===== src/rtl/sreg_responder_if.sv =====
// rtl/sreg_responder_if.sv - serial shift-register link between sreg_ctrl and the pixel-side responder.
interface sreg_responder_if;
  logic       sclk;
  logic       shift;
  logic       serial_in;
  logic       write_cfg;
  logic [1:0] sreg_out;

  modport master (
    output sclk,
    output shift,
    output serial_in,
    output write_cfg,
    input  sreg_out
  );

  modport slave (
    input  sclk,
    input  shift,
    input  serial_in,
    input  write_cfg,
    output sreg_out
  );
endinterface


===== src/rtl/sreg_responder.sv =====
// rtl/sreg_responder.sv - oversampling pixel-side shift register with config latch.
module sreg_responder #(
  parameter int WIDTH       = 42,
  parameter int SYNC_STAGES = 2
) (
  input  logic              clk,
  input  logic              rst_n,
  sreg_responder_if.slave   link,
  input  logic [WIDTH-1:0]  pixel_in,
  output logic [WIDTH-1:0]  cfg_out,
  output logic              cfg_valid,
  output logic [5:0]        shift_count,
  output logic              overflow
);

  localparam logic [5:0] WIDTH_C = 6'(WIDTH);
  localparam int         HALF    = WIDTH / 2;

  typedef enum logic [1:0] {
    OP_IDLE,
    OP_SHIFT,
    OP_LOAD
  } op_e;

  logic [SYNC_STAGES-1:0] sclk_sync_q, sclk_sync_d;
  logic [SYNC_STAGES-1:0] shift_sync_q, shift_sync_d;
  logic [SYNC_STAGES-1:0] serial_sync_q, serial_sync_d;
  logic [SYNC_STAGES-1:0] cfg_sync_q, cfg_sync_d;
  logic                   sclk_prev_q, sclk_prev_d;
  logic                   cfg_prev_q, cfg_prev_d;

  logic [WIDTH-1:0]       sr_q, sr_d;
  logic [WIDTH-1:0]       cfg_out_q, cfg_out_d;
  logic                   cfg_valid_q, cfg_valid_d;
  logic [1:0]             sreg_out_q, sreg_out_d;
  logic [5:0]             shift_count_q, shift_count_d;
  logic                   overflow_q, overflow_d;

  logic sclk_s, shift_s, serial_s, cfg_s;
  logic sclk_rise, cfg_rise;
  op_e  op;

  // All four link inputs share one depth so shift/serial_in line up with their sclk edge.
  assign sclk_s    = sclk_sync_q[SYNC_STAGES-1];
  assign shift_s   = shift_sync_q[SYNC_STAGES-1];
  assign serial_s  = serial_sync_q[SYNC_STAGES-1];
  assign cfg_s     = cfg_sync_q[SYNC_STAGES-1];
  assign sclk_rise = sclk_s & ~sclk_prev_q;
  assign cfg_rise  = cfg_s & ~cfg_prev_q;

  always_comb begin
    op = OP_IDLE;
    if (sclk_rise) begin
      op = shift_s ? OP_SHIFT : OP_LOAD;
    end
  end

  always_comb begin
    sclk_sync_d   = {sclk_sync_q[SYNC_STAGES-2:0], link.sclk};
    shift_sync_d  = {shift_sync_q[SYNC_STAGES-2:0], link.shift};
    serial_sync_d = {serial_sync_q[SYNC_STAGES-2:0], link.serial_in};
    cfg_sync_d    = {cfg_sync_q[SYNC_STAGES-2:0], link.write_cfg};
    sclk_prev_d   = sclk_s;
    cfg_prev_d    = cfg_s;

    sr_d          = sr_q;
    shift_count_d = shift_count_q;
    overflow_d    = overflow_q;
    unique case (op)
      OP_SHIFT: begin
        sr_d = {sr_q[WIDTH-2:0], serial_s};
        if (shift_count_q < WIDTH_C) begin
          shift_count_d = shift_count_q + 6'd1;
        end else begin
          overflow_d = 1'b1;
        end
      end
      OP_LOAD: begin
        sr_d          = pixel_in;
        shift_count_d = 6'd0;
        overflow_d    = 1'b0;
      end
      default: ;
    endcase

    sreg_out_d  = {sr_q[WIDTH-1], sr_q[HALF-1]};
    // Reads sr_q, so a config edge coinciding with a shift captures the pre-shift word.
    cfg_out_d   = cfg_rise ? sr_q : cfg_out_q;
    cfg_valid_d = cfg_rise;
  end

  always_ff @(posedge clk or negedge rst_n) begin
    if (!rst_n) begin
      sclk_sync_q   <= '1;
      sclk_prev_q   <= 1'b1;
      shift_sync_q  <= '0;
      serial_sync_q <= '0;
      cfg_sync_q    <= '0;
      cfg_prev_q    <= 1'b0;
      sr_q          <= '0;
      cfg_out_q     <= '0;
      cfg_valid_q   <= 1'b0;
      sreg_out_q    <= 2'b00;
      shift_count_q <= 6'd0;
      overflow_q    <= 1'b0;
    end else begin
      sclk_sync_q   <= sclk_sync_d;
      sclk_prev_q   <= sclk_prev_d;
      shift_sync_q  <= shift_sync_d;
      serial_sync_q <= serial_sync_d;
      cfg_sync_q    <= cfg_sync_d;
      cfg_prev_q    <= cfg_prev_d;
      sr_q          <= sr_d;
      cfg_out_q     <= cfg_out_d;
      cfg_valid_q   <= cfg_valid_d;
      sreg_out_q    <= sreg_out_d;
      shift_count_q <= shift_count_d;
      overflow_q    <= overflow_d;
    end
  end

  assign link.sreg_out = sreg_out_q;
  assign cfg_out       = cfg_out_q;
  assign cfg_valid     = cfg_valid_q;
  assign shift_count   = shift_count_q;
  assign overflow      = overflow_q;

endmodule


===== src/flat_wrapper.sv =====
// flat-port wrapper written by rule: the top's interface ports become plain ports
module sreg_responder_flat 
#(
  parameter int WIDTH       = 42,
  parameter int SYNC_STAGES = 2
)
  (clk, rst_n, pixel_in, cfg_out, cfg_valid, shift_count, overflow, link_sclk, link_shift, link_serial_in, link_write_cfg, link_sreg_out);
  sreg_responder_if link_i ();
  input  logic clk;
  input  logic rst_n;
  input  logic [WIDTH-1:0] pixel_in;
  output logic [WIDTH-1:0] cfg_out;
  output logic cfg_valid;
  output logic [5:0] shift_count;
  output logic overflow;
  input wire logic [$bits(link_i.sclk)-1:0] link_sclk;
  input wire logic [$bits(link_i.shift)-1:0] link_shift;
  input wire logic [$bits(link_i.serial_in)-1:0] link_serial_in;
  input wire logic [$bits(link_i.write_cfg)-1:0] link_write_cfg;
  output wire logic [$bits(link_i.sreg_out)-1:0] link_sreg_out;
  assign link_i.sclk = link_sclk;
  assign link_i.shift = link_shift;
  assign link_i.serial_in = link_serial_in;
  assign link_i.write_cfg = link_write_cfg;
  assign link_sreg_out = link_i.sreg_out;
  sreg_responder #(.WIDTH(WIDTH), .SYNC_STAGES(SYNC_STAGES)) u_core (.clk(clk), .rst_n(rst_n), .link(link_i), .pixel_in(pixel_in), .cfg_out(cfg_out), .cfg_valid(cfg_valid), .shift_count(shift_count), .overflow(overflow));
endmodule

===== config.mk =====
export PLATFORM = sky130hd
export DESIGN_NAME = sreg_responder_flat
export DESIGN_NICKNAME = d
export VERILOG_FILES = /design/src/rtl/sreg_responder_if.sv /design/src/rtl/sreg_responder.sv /design/src/flat_wrapper.sv
export SDC_FILE = /design/constraint.sdc
export NUM_CORES = 1
export LEC_CHECK = 0
export ABC_CLOCK_PERIOD_IN_PS = 1320
export CAP_MARGIN = 20
export CORE_MARGIN = 2
export CORE_UTILIZATION = 45
export DETAILED_ROUTE_END_ITERATION = 10
export PLACE_DENSITY = 0.72
export SYNTH_ARGS = -nofsm -noshare
export SYNTH_HDL_FRONTEND = slang
export SYNTH_SLANG_ARGS = --single-unit

===== constraint.sdc =====
create_clock -name clk -period 1.32 [get_ports clk]
set_clock_uncertainty 0.1 [all_clocks]
set_input_delay 0.264 -clock clk [delete_from_list [all_inputs] [get_ports clk]]
set_output_delay 0.264 -clock clk [all_outputs]
set_load 0.01 [all_outputs]

==> out/results.txt <==
Final Max Tran Viols: 0
Period minus WS final: 1.46 ns
clock-pin slew on the worst setup and hold paths: 0.11 ns
Top delay family on crit path: flip-flops
PortBufs: 99
Die W: 101 µm
synth-to-layout area growth: 41.4%
H-tree depth: 3
detailed-route DRC error count: 0
multi-input logic area: 1670 µm²
clk root buf: clkbuf_8
Worst Path Required: 1.49 ns
Worst path max stage delay: 0.60 ns
Yosys top cell by area: dfrtp_1
area share of the leading cell type in the synthesized netlist: 59.8%
Netlist Area Pre-Place: 4220 µm²
TritonCTS clock tree: built
drt initial violations: 98
Post-synth EDFFs: 0
Initial Utilization: 46.2%
Post-DRT Antenna Nets: 0
GP Congestion: 0.803
first-pass GRT wire length: 14,300 µm
Max-Cap Viols: 0
critical path class: reg2reg
IO Pins: 100
crit path DAT: 1.63 ns
Rel. slew slack: 75.4%
routed len/inst: 17.0 µm
Worst Setup Start Kind: flip-flop
total gr overflow: 0
DRT Pass-1 Iters: 4
synth top area cells: dfrtp_1 60%, mux2i_1 10%, mux2_2 8.5%
final setup fails: 42
crit path launch: u_core.sclk_sync_q[1]$_DFF_PN1_
RSZ-0062 raised after global routing: true
total power: 7.84 mW
Skew-Pair Late Insertion Delay: 0.36 ns
Setup WS pre-CTS: -0.0858 ns
pin count of the biggest net entering global routing: 51
static leakage: 2.85 nW
clock buffer depth: 2
# fillers: 722
routed wire length: 9840 µm
Syn Nets: 374
max frequency: 0.684 GHz
n_diodes: 0
Yosys Warn Count: 0
die height: 101 µm
r2r startpoint: u_core.sclk_sync_q[1]$_DFF_PN1_
post-DP HPWL: 5620 µm
status: finished with violations
final critical-path share of the clock period: 111%
TritonCTS Buffers: 9
Via Count: 3,003
asr flop ratio synth: 100%
final hold violation count: 0
initial antenna violation count: 0
critical-path maximum fanout: 4
FF+latch count, synth: 104
worst-path cell with the longest stage delay: dfstp_2
Synth Instances: 325
top_reg_cell synth: dfrtp_1
Die ar.: 10,200 µm²
drt via density: 5.19
std cell rows: 35
post-synthesis cell type count: 30
syn avg cell area: 13.0 µm²
FF+latch area: 2610 µm²
failing checks: negative setup slack
share of layout cells above drive strength 1: 41.7%
core area: 9150 µm²
clk sink count: 104
worst setup margin: -0.142 ns
Worst Tran Pin Value: 0.366 ns
sequential element share of the synthesized area: 61.7%
# nets final: 512
Worst Hold Class: in2reg
maximum vdd drop: 0.731 mV
cell breakdown of the critical path: nor2b_4, nand2_1, o221a_1, a31o_1
CP Capture Type: flip-flop
Hold Startpoint: link_sclk
All-Layer GR Usage: 17.7%
worst path bufs/invs: 0
Power per Cell Area: 1310 nW/µm²
vias in the first global route: 2,893
-- path summary, 6_finish.rpt --
kind / end / cells after the start / slack, ns
max in group asynchronous: u_core.shift_sync_q[1]$_DFF_PN0_ / 3 / 0.35
worst max register to register: u_core.shift_count[2]$_DFFE_PN0P_ / 4 / -0.14
min in group asynchronous: u_core.cfg_out[28]$_DFFE_PN0P_ / 2 / 0.23
worst min-delay path: u_core.sclk_sync_q[0]$_DFF_PN1_ / 1 / 0.20
worst max-delay path: u_core.shift_count[2]$_DFFE_PN0P_ / 4 / -0.14
worst min register to register: u_core.serial_sync_q[1]$_DFF_PN0_ / 0 / 0.26
-- per-layer routing --
layer / part of all wire, % / global-route usage (%)
met3: 4.8 / 4.16
met2: 46 / 26.1
met5: 0 / 0
met1: 48 / 25.8
met4: 1.1 / 6.11
-- layout by cell type (no fill, tap or decap), types with 3 or more instances in the layout --
master	synthesis	final
clkdlybuf4s50_1	0	46
o21ai_2	0	11
nand2_2	0	11
inv_6	0	3
clkbuf_16	0	5
nand2_1	44	33
o21ai_1	1	25
buf_2	5	46
dfrtp_1	101	96
o21ai_0	42	6
clkbuf_8	0	9
buf_4	6	21
dfstp_2	3	3
dfrtp_2	0	5
mux2_1	11	11
mux2_2	32	32
a21oi_1	5	3
buf_12	0	10
buf_6	5	16
nand2b_4	0	3
mux2i_1	43	43
-- what timing repair did --
action,in CTS,in global routing
resized for setup,234,68
hold buffers,1,0
cloned,0,10
buffers inserted,12,8
pin swaps,4,6
hold endpoints to repair,22,0
setup endpoints to repair,103,45
-- metrics by stage --
stage / hold WS [ns] / instances / TNS [ns] / utilization [%] / area (µm²)
2_1_floorplan: -0.132 / 325 / -0.0106 / - / 4270
3_3_place_gp: 0.0918 / 532 / -0.462 / 59.8 / 5470
3_5_place_dp: 0.0962 / 532 / -1.78 / 59.8 / 5470
4_1_cts: 0.185 / 561 / -0.484 / 61.1 / 5600
5_1_grt: 0.195 / 579 / -4.61 / 65.3 / 5970
6_report: 0.202 / 579 / -2.53 / 65.3 / 5970
-- report_power, final --
part | switching (mW) | total, mW | leakage [nW] | internal, mW
combinational | 0.849 | 1.87 | 1.48 | 1.02
clock | 1.12 | 1.82 | 0.0904 | 0.704
sequential | 0.381 | 4.15 | 1.28 | 3.77
-- flip-flops by register name, indices dropped and copies added, names as in the netlist --
signal,flops
u_core.cfg_out,42
u_core.cfg_prev_q,1
u_core.cfg_sync_q,2
u_core.cfg_valid,1
u_core.link.sreg_out,2
u_core.overflow,1
u_core.sclk_prev_q,1
u_core.sclk_sync_q,2
u_core.serial_sync_q,2
u_core.shift_count,6
u_core.shift_sync_q,2
u_core.sr_q,42
-- cell families (layout without fill, tap and decap cells) --
logic type / count (synthesis) / after routing / synth area share, %
AOI/OAI and AO/OA: 53 / 53 / 6.75
adders and majority gates: 1 / 1 / 0.296
buffers and inverters: 23 / 164 / 3.61
DFF: 104 / 104 / 61.7
muxes: 86 / 86 / 21.7
and+or+nand+nor: 58 / 60 / 5.98
-- Yosys cell counts (2+ instances only) --
| master | n |
|---|---|
| dfstp_2 | 3 |
| nor2_1 | 3 |
| nand3_1 | 2 |
| clkbuf_1 | 4 |
| nand2_1 | 44 |
| buf_2 | 5 |
| nor3_2 | 2 |
| dfrtp_1 | 101 |
| mux2_1 | 11 |
| mux2i_1 | 43 |
| buf_6 | 5 |
| mux2_2 | 32 |
| inv_1 | 2 |
| o21ai_0 | 42 |
| a21oi_1 | 5 |
| nand2b_1 | 2 |
| buf_4 | 6 |
-- final cells by class --
type | instances | area share, %
clock buffer | 9 | 2.07
clock inverter | 7 | 0.880
inverter | 3 | 0.188
multi-input combinational | 200 | 28.0
sequential | 104 | 43.7
tap | 111 | 2.32
timing repair buffer | 145 | 22.8
Power figures use the tool's default switching activity.
